==> src/rtl/transfer_frame_tx.sv <==
// ----------------------------------------------------------------------------
// transfer_frame_tx
//
// Serialiser that feeds the transfer center's single-bit dataIn line.
// Traffic is sent MSB-first in fixed 8-clock byte slots. The slots are aligned
// to reset. Two kinds of traffic share the line:
//   - one-byte buffer-status/control commands (codes 1..6)
//   - data bursts: a header byte (7 = binary, 8 = ASCII) followed by up to
//     MAX_BURST payload bytes, which are drained from an internal byte FIFO
//
// Ports:
//   clk          clock
//   rst          synchronous, active-high reset
//   cmd_valid    command request
//   cmd_code     command code, 1..6 legal (0 and 7 are sent as 0x00)
//   cmd_ready    high in the IDLE slot-load cycle; accepts a command when
//                cmd_valid is also high
//   data_in      payload byte
//   data_valid   payload byte offered
//   data_ready   FIFO has room for a byte
//   data_ascii   header select (0 -> 0x07, 1 -> 0x08), sampled at header load
//   tx_enable    downstream ready; needed only to start a burst
//   serial_out   serial line (MSB of the shift register)
//   byte_strobe  high during the last bit of every slot
//   frame_state  00 IDLE, 01 PAYLOAD
//   fifo_count   number of bytes held in the FIFO
// ----------------------------------------------------------------------------
module transfer_frame_tx #(
  parameter int DEPTH     = 8,
  parameter int MAX_BURST = 4
) (
  input  logic                   clk,
  input  logic                   rst,
  input  logic                   cmd_valid,
  input  logic [2:0]             cmd_code,
  output logic                   cmd_ready,
  input  logic [7:0]             data_in,
  input  logic                   data_valid,
  output logic                   data_ready,
  input  logic                   data_ascii,
  input  logic                   tx_enable,
  output logic                   serial_out,
  output logic                   byte_strobe,
  output logic [1:0]             frame_state,
  output logic [$clog2(DEPTH):0] fifo_count
);

  localparam int AW = $clog2(DEPTH);
  localparam int CW = AW + 1;
  localparam logic [CW-1:0] MAX_B = CW'(MAX_BURST);
  localparam logic [CW-1:0] FULL  = CW'(DEPTH);

  typedef enum logic [1:0] {
    ST_IDLE    = 2'b00,
    ST_PAYLOAD = 2'b01
  } state_t;

  state_t          r_state;
  state_t          w_next_state;

  logic [2:0]      r_bit_cnt;
  logic [7:0]      r_shreg;
  logic [7:0]      r_mem [DEPTH];
  logic [AW-1:0]   r_wr_ptr;
  logic [AW-1:0]   r_rd_ptr;
  logic [CW-1:0]   r_count;
  logic [CW-1:0]   r_burst_rem;

  logic            w_slot;
  logic            w_push;
  logic            w_pop;
  logic            w_start_burst;
  logic [7:0]      w_load_byte;
  logic [CW-1:0]   w_burst_len;

  // The last bit of a slot is also the cycle in which the next byte is chosen.
  assign w_slot      = (r_bit_cnt == 3'd7);
  assign w_push      = data_valid && data_ready;
  assign w_burst_len = (r_count > MAX_B) ? MAX_B : r_count;

  assign serial_out  = r_shreg[7];
  assign byte_strobe = w_slot;
  assign frame_state = r_state;
  assign fifo_count  = r_count;
  assign data_ready  = !rst && (r_count < FULL);
  // Commands are offered only at an IDLE slot boundary, so a burst always
  // finishes before a command can be accepted.
  assign cmd_ready   = !rst && (r_state == ST_IDLE) && w_slot;

  // State register.
  always_ff @(posedge clk) begin
    if (rst) begin
      r_state <= ST_IDLE;
    end else begin
      r_state <= w_next_state;
    end
  end

  // Slot-load decision. Commands take priority over starting a burst.
  // Illegal codes 0 and 7 are sent as 0x00 so that they are never mistaken
  // for a data header.
  always_comb begin
    w_next_state  = r_state;
    w_load_byte   = 8'h00;
    w_pop         = 1'b0;
    w_start_burst = 1'b0;
    if (w_slot) begin
      case (r_state)
        ST_IDLE: begin
          if (cmd_valid) begin
            w_load_byte = ((cmd_code != 3'd0) && (cmd_code != 3'd7)) ?
                          {5'b00000, cmd_code} : 8'h00;
          end else if (tx_enable && (r_count != '0)) begin
            w_load_byte   = data_ascii ? 8'd8 : 8'd7;
            w_start_burst = 1'b1;
            w_next_state  = ST_PAYLOAD;
          end
        end
        ST_PAYLOAD: begin
          w_load_byte = r_mem[r_rd_ptr];
          w_pop       = 1'b1;
          if (r_burst_rem == CW'(1)) begin
            w_next_state = ST_IDLE;
          end
        end
        default: begin
          w_next_state = ST_IDLE;
        end
      endcase
    end
  end

  // Slot timing, shift register, FIFO pointers and burst length.
  // The burst length is fixed when the header is loaded. Bytes pushed after
  // that point wait for the next burst.
  always_ff @(posedge clk) begin
    if (rst) begin
      r_bit_cnt   <= 3'd0;
      r_shreg     <= 8'h00;
      r_wr_ptr    <= '0;
      r_rd_ptr    <= '0;
      r_count     <= '0;
      r_burst_rem <= '0;
    end else begin
      r_bit_cnt <= r_bit_cnt + 3'd1;

      if (w_slot) begin
        r_shreg <= w_load_byte;
      end else begin
        r_shreg <= {r_shreg[6:0], 1'b0};
      end

      if (w_push) begin
        r_wr_ptr <= r_wr_ptr + AW'(1);
      end
      if (w_pop) begin
        r_rd_ptr <= r_rd_ptr + AW'(1);
      end

      case ({w_push, w_pop})
        2'b10:   r_count <= r_count + CW'(1);
        2'b01:   r_count <= r_count - CW'(1);
        default: r_count <= r_count;
      endcase

      if (w_start_burst) begin
        r_burst_rem <= w_burst_len;
      end else if (w_pop) begin
        r_burst_rem <= r_burst_rem - CW'(1);
      end
    end
  end

  // Payload storage. Reset only clears the pointers; stale data is unreachable.
  always_ff @(posedge clk) begin
    if (w_push) begin
      r_mem[r_wr_ptr] <= data_in;
    end
  end

endmodule

==> config.mk <==
export PLATFORM = sky130hd
export DESIGN_NAME = transfer_frame_tx
export DESIGN_NICKNAME = d
export VERILOG_FILES = /design/src/rtl/transfer_frame_tx.sv
export SDC_FILE = /design/constraint.sdc
export NUM_CORES = 1
export LEC_CHECK = 0
export CAP_MARGIN = 10
export CORE_UTILIZATION = 45
export DETAILED_ROUTE_END_ITERATION = 7
export SLEW_MARGIN = 5
export SYNTH_ARGS = -nofsm -noshare
export SYNTH_HDL_FRONTEND = slang
export SYNTH_SLANG_ARGS = --single-unit
==> constraint.sdc <==
create_clock -name clk -period 3.4 [get_ports clk]
set_input_delay 0.85 -clock clk [delete_from_list [all_inputs] [get_ports clk]]
set_output_delay 0.85 -clock clk [all_outputs]
set_load 0.05 [all_outputs]
Word level (Yosys, flattened, before mapping)
Memories as Yosys holds them, arrays and structs flattened. A register that Yosys moved wholly into a read port is not among the register bits. Index checks and enable logic that the tools add are counted.

Register bits: 27. Bits in writable memories: 64. Logic and storage cells: 65. Memories: 1.

Add/sub/neg operators: 6. Order comparisons: 2. Mux-type cells: 24. Equal/unequal tests: 9. Reduce and logical (&&, ||, !) cells: 14. Bitwise gates (word level): 1.

Memory list: r_mem (depth 8, width 8, read ports 1, clocked after Yosys merged registers in 1, write ports 1, RTL line 63) `logic [7:0] r_mem [DEPTH];`.

Operators by type and width (count): $mux 4 (6); $pmux 8 s2 (1); $add 3x1->3 const B (3); $mux 3 (3); $mux 1 (8); $mux 8 (1); $pmux 4 s2 (1); $sub 4x1->4 const B (2); $logic_and 1x1->1 (6); $mux 2 (3); $add 4x1->4 const B (1); $eq 2x1->1 const B (2); $eq 4x1->1 const B (1); $gt 4x3->1 const B (1); $lt 4x4->1 const B (1); $ne 2x2->1 const B (2); $pmux 2 s2 (1); $reduce_and 4->1 (1); $reduce_bool 2->1 (2); $reduce_bool 4->1 (1); $eq 3x3->1 const B (1); $ne 3x3->1 const B (1); $reduce_bool 3->1 (1); $eq 2x2->1 const B (1); 5 further kinds (5).

Depth between registers and ports, before layout
Word-level depth: 7. Gate-level depth with buffers: 13.

Least setup slack after synthesis
No wires, ideal clock.

Path kind: register to register. Start point: register r_bit_cnt[0]. End point: register r_count[2], in the netlist fifo_count[2]. Cell stages (with the launch flop): 14. Setup slack: 460 ps. Period minus slack after synthesis: 2940 ps. Setup time: 71 ps. Data required time: 3329 ps. Data arrival time: 2869 ps. Cells stage by stage: dfxtp_1 > ha_1 > ha_1 > buf_2 > nand2_2 > inv_1 > buf_4 > ha_1 > xor2_1 > ha_1 > a21oi_1 > xor2_1 > or3_1 > a21oi_1.

Word-level cells in the longest chain between the ends: 4.

Ends and longest elaborated chain: start, declared (RTL line 61) `logic [2:0] r_bit_cnt;`; start signal, assigned (RTL line 145) `r_bit_cnt <= r_bit_cnt + 3'd1;`; $eq 3x3->1 (*) (RTL line 77) `assign w_slot = (r_bit_cnt == 3'd7);`; via byte_strobe (RTL line 43) `output logic byte_strobe,`; $mux 1 (*) (RTL line 107) `if (w_slot) begin`; via w_pop (RTL line 71) `logic w_pop;`; $eq 2x1->1 / $eq 2x2->1 (equally long branches) (RTL line 160) `case ({w_push, w_pop})`; $pmux 4 s2 / $reduce_bool 2->1 (equally long branches); end signal, assigned (RTL line 161) `2'b10: r_count <= r_count + CW'(1);`; end signal, assigned (RTL line 162) `2'b01: r_count <= r_count - CW'(1);`; end signal, assigned (RTL line 163) `default: r_count <= r_count;`; end, declared (RTL line 66) `logic [CW-1:0] r_count;`.

The timed path passes the listed nets; every way through them passes the cells marked *. A chain may end at the register's enable or synchronous reset.

Worst setup path in the final report
Start point: register r_bit_cnt[0]. End point: output port byte_strobe.

Word-level cells in the longest chain between the ends: 1.

Ends and longest elaborated chain (RTL line): $eq 3x3->1 (77); end, declared (43).

No other way between the ends.

==> metrics.md <==
| Metric | Value |
|---|---|
| Initial Util | 0.4689 |
| Max-cap check violation count | 0 |
| First-pass GRT wire length | 11.05 mm |
| WP buf/inv | 1 |
| RSZ-0062 raised after global routing | no |
| Fmax | 0.3510 GHz |
| Hold depth | 1 |
| Power Total | 2.131 mW |
| Seq cells post-synth | 93 |
| Critical-path top delay cell | clkdlybuf4s50_1 |
| Drt drc | 0 |
| Post-CTS Setup Bufs | 0 |
| CTS sink count | 93 |
| Core box area | 8258 um2 |
| Total Nets Final | 342 |
| Final ANT Viol Nets | 0 |
| Setup crit start kind | flop |
| Largest net degree at the start of global routing | 30 |
| Hold endpoint | r_bit_cnt[0] |
| Worst hold start | r_bit_cnt[0] |
| EDFF count, synth | 64 |
| Worst VDD drop | 0.2867 mV |
| Reg2reg end | fifo_count[2] |
| Rel. slew slack | 0.4018 |
| Via density | 5.190 |
| Most frequent cells in the layout | edfxtp_1 (64), dfxtp_1 (29), clkdlybuf4s50_1 (23) |
| CP dominant cell by count | ha_1 |
| Port Buffers | 25 |
| H-tree levels | 3 |
| Chip Height | 94.77 um |
| Fin crit period | 2.849 ns |
| Die area | 8980 um2 |
| Worst-path clk slew | 0.09 ns |
| Setup Skew | 0.01182 ns |
| Syn Nets | 304 |
| Wire length per cell | 16.56 um |
| Post-Syn Instances | 278 |
| Slew Limit Fails | 0 |
| DR vias | 2211 |
| Initial antenna violation count | 0 |
| Post-synth cell types | 47 |
| Largest stage delay on the critical path | 0.85 ns |
| R2r worst-path depth | 11 |
| Register area share after synthesis | 0.6462 |
| Mapped Area | 3872 um2 |
| Ports | 27 |
| Top FF cell, synth | edfxtp_1 |
| Slew @ Worst Pin | 0.8961 ns |
| Vias in the first global route | 2087 |
| Fin. Hold Viols | 0 |
| Worst min path class | reg -> reg |
| Synthesis warning total | 0 |
| CP delay by family, top | buffers and inverters |
| GRT overflow | 0 |
| Req. time, crit path | 2.55 ns |
| Commonest non-fill, non-tap cell in the layout | edfxtp_1 |
| DRT Wirelength | 7.054 mm |
| Post-synth ARST share | 0 |
| CTS tree | done |
| Critical path type | reg -> out |
| Die W | 94.77 um |
| # setup viols final | 0 |
| Inserted Clock Buffers | 9 |
| DRT Pass-1 Iters | 4 |
| Layout Utilization | 0.5468 |
| P&R area growth vs syn | 16.61% |
| RD Place Congestion | 0.7236 |
| Clock latency at the later pin of the worst-skew pair | 0.35 ns |
| Mean post-synth cell area | 13.93 um2 |
| Post-cts resize count | 0 |
| Layout cells sized above 1 | 0.1433 |
| Crit path DAT | 2.00 ns |
| Rows | 33 |
| Power Density | 471.9 nW/um2 |
| Ant diodes | 0 |
| Endpoint type of the worst setup path | output port |
| First DRT Iteration DRCs | 130 |
| Worst path cell trace | ha_1 > ha_1 > clkdlybuf4s50_1 |
| Hpwl dp | 4.637 mm |
| Max FO, Critical Path | 6 |
| Reg2Reg Launch Point | r_bit_cnt[0] |
| Period utilization | 0.8379 |
| CTS max path bufs | 2 |
| Root Driver | clkbuf_8 |
| R2r setup slk | 0.95 ns |
| # hold bufs at CTS | 0 |
| Fillers | 692 |
| All-layer global routing usage | 0.1739 |
| Fin Setup TNS | 0 ns |
| Leak | 1.489 nW |
| Status | finished, final reports clean |
## cell families after synthesis
logic type	share of synthesized area
AOI/OAI and AO/OA	0.06527
muxes	0.09854
adders and majority gates	0.02908
other	0.0009684
and+or+nand+nor	0.1173
buffers and inverters	0.02681
xor gates and xnor gates	0.01583
DFF	0.6462
## sequential cells by signal (all words and copies together) (netlist names), named ones only
| name | count |
|---|---|
| fifo_count | 4 |
| r_burst_rem | 4 |
| r_rd_ptr | 3 |
| frame_state | 1 |
| r_wr_ptr | 3 |
| r_bit_cnt | 3 |
| r_mem | 64 |
| r_shreg | 8 |
## area by class of cell
type                    count  area [um2]  share of cell area
clock buffers              10       127.6             0.02826
inverters                   5       18.77            0.004156
clock inverters             6       93.84             0.02078
multi-input cells         168        1266              0.2804
well taps                 105       131.4             0.02909
repair buffers             39       375.4             0.08313
flip-flops and latches     93        2502              0.5542
## cell usage after synthesis (all sizes together) (2+ instances only)
library cell | count | area share
edfxtp | 64 | 0.50
dfxtp | 29 | 0.15
nor2 | 21 | 0.020
mux2i | 19 | 0.049
a21oi | 16 | 0.022
nand2b | 16 | 0.028
nand2 | 14 | 0.014
buf | 11 | 0.021
ha | 9 | 0.029
nand3 | 9 | 0.012
mux4 | 8 | 0.047
a22oi | 6 | 0.012
nor2b | 6 | 0.0097
nor3 | 6 | 0.0078
o21ai | 6 | 0.0078
inv | 5 | 0.0048
xor2 | 5 | 0.011
a31oi | 3 | 0.0048
nor3b | 2 | 0.0052
nor4b | 2 | 0.0045
o32ai | 2 | 0.0045
or3 | 2 | 0.0032
xnor2 | 2 | 0.0045
## worst max path at each step
stage,cells after the start,start,to
after global routing,3,r_bit_cnt[0],byte_strobe
after CTS,3,r_bit_cnt[0],byte_strobe
after floorplan,13,r_bit_cnt[0],fifo_count[2]
after detailed placement,10,data_valid,fifo_count[2]
after global placement,10,rst,fifo_count[2]
final,3,r_bit_cnt[0],byte_strobe
## per-stage QoR
step	setup WS (ns)	cell area, um2	instances	hold slack, ns
after CTS	0.5170	4516	426	0.4209
after detailed placement	0.4188	4294	410	0.4036
after floorplan	0.4604	3872	278	0.3896
after global placement	0.5002	4294	410	0.4011
final	0.5510	4516	426	0.4218
after global routing	0.4309	4516	426	0.4558
## report_power, final
group          internal [mW]  leakage [nW]  switching (mW)  total (mW)
sequential              1.22         0.813         0.00859        1.23
combinational         0.0424         0.568          0.0521      0.0945
clock                  0.421         0.107           0.385       0.806
## metal layers
metal	share of wire	track usage	vias up
met5	0	0	-
met4	0.011	0.07576	0
met3	0.034	0.03382	5
met2	0.47	0.2752	36
met1	0.48	0.2330	1062
li1	-	-	1108
(Power assumes the default switching activity.)
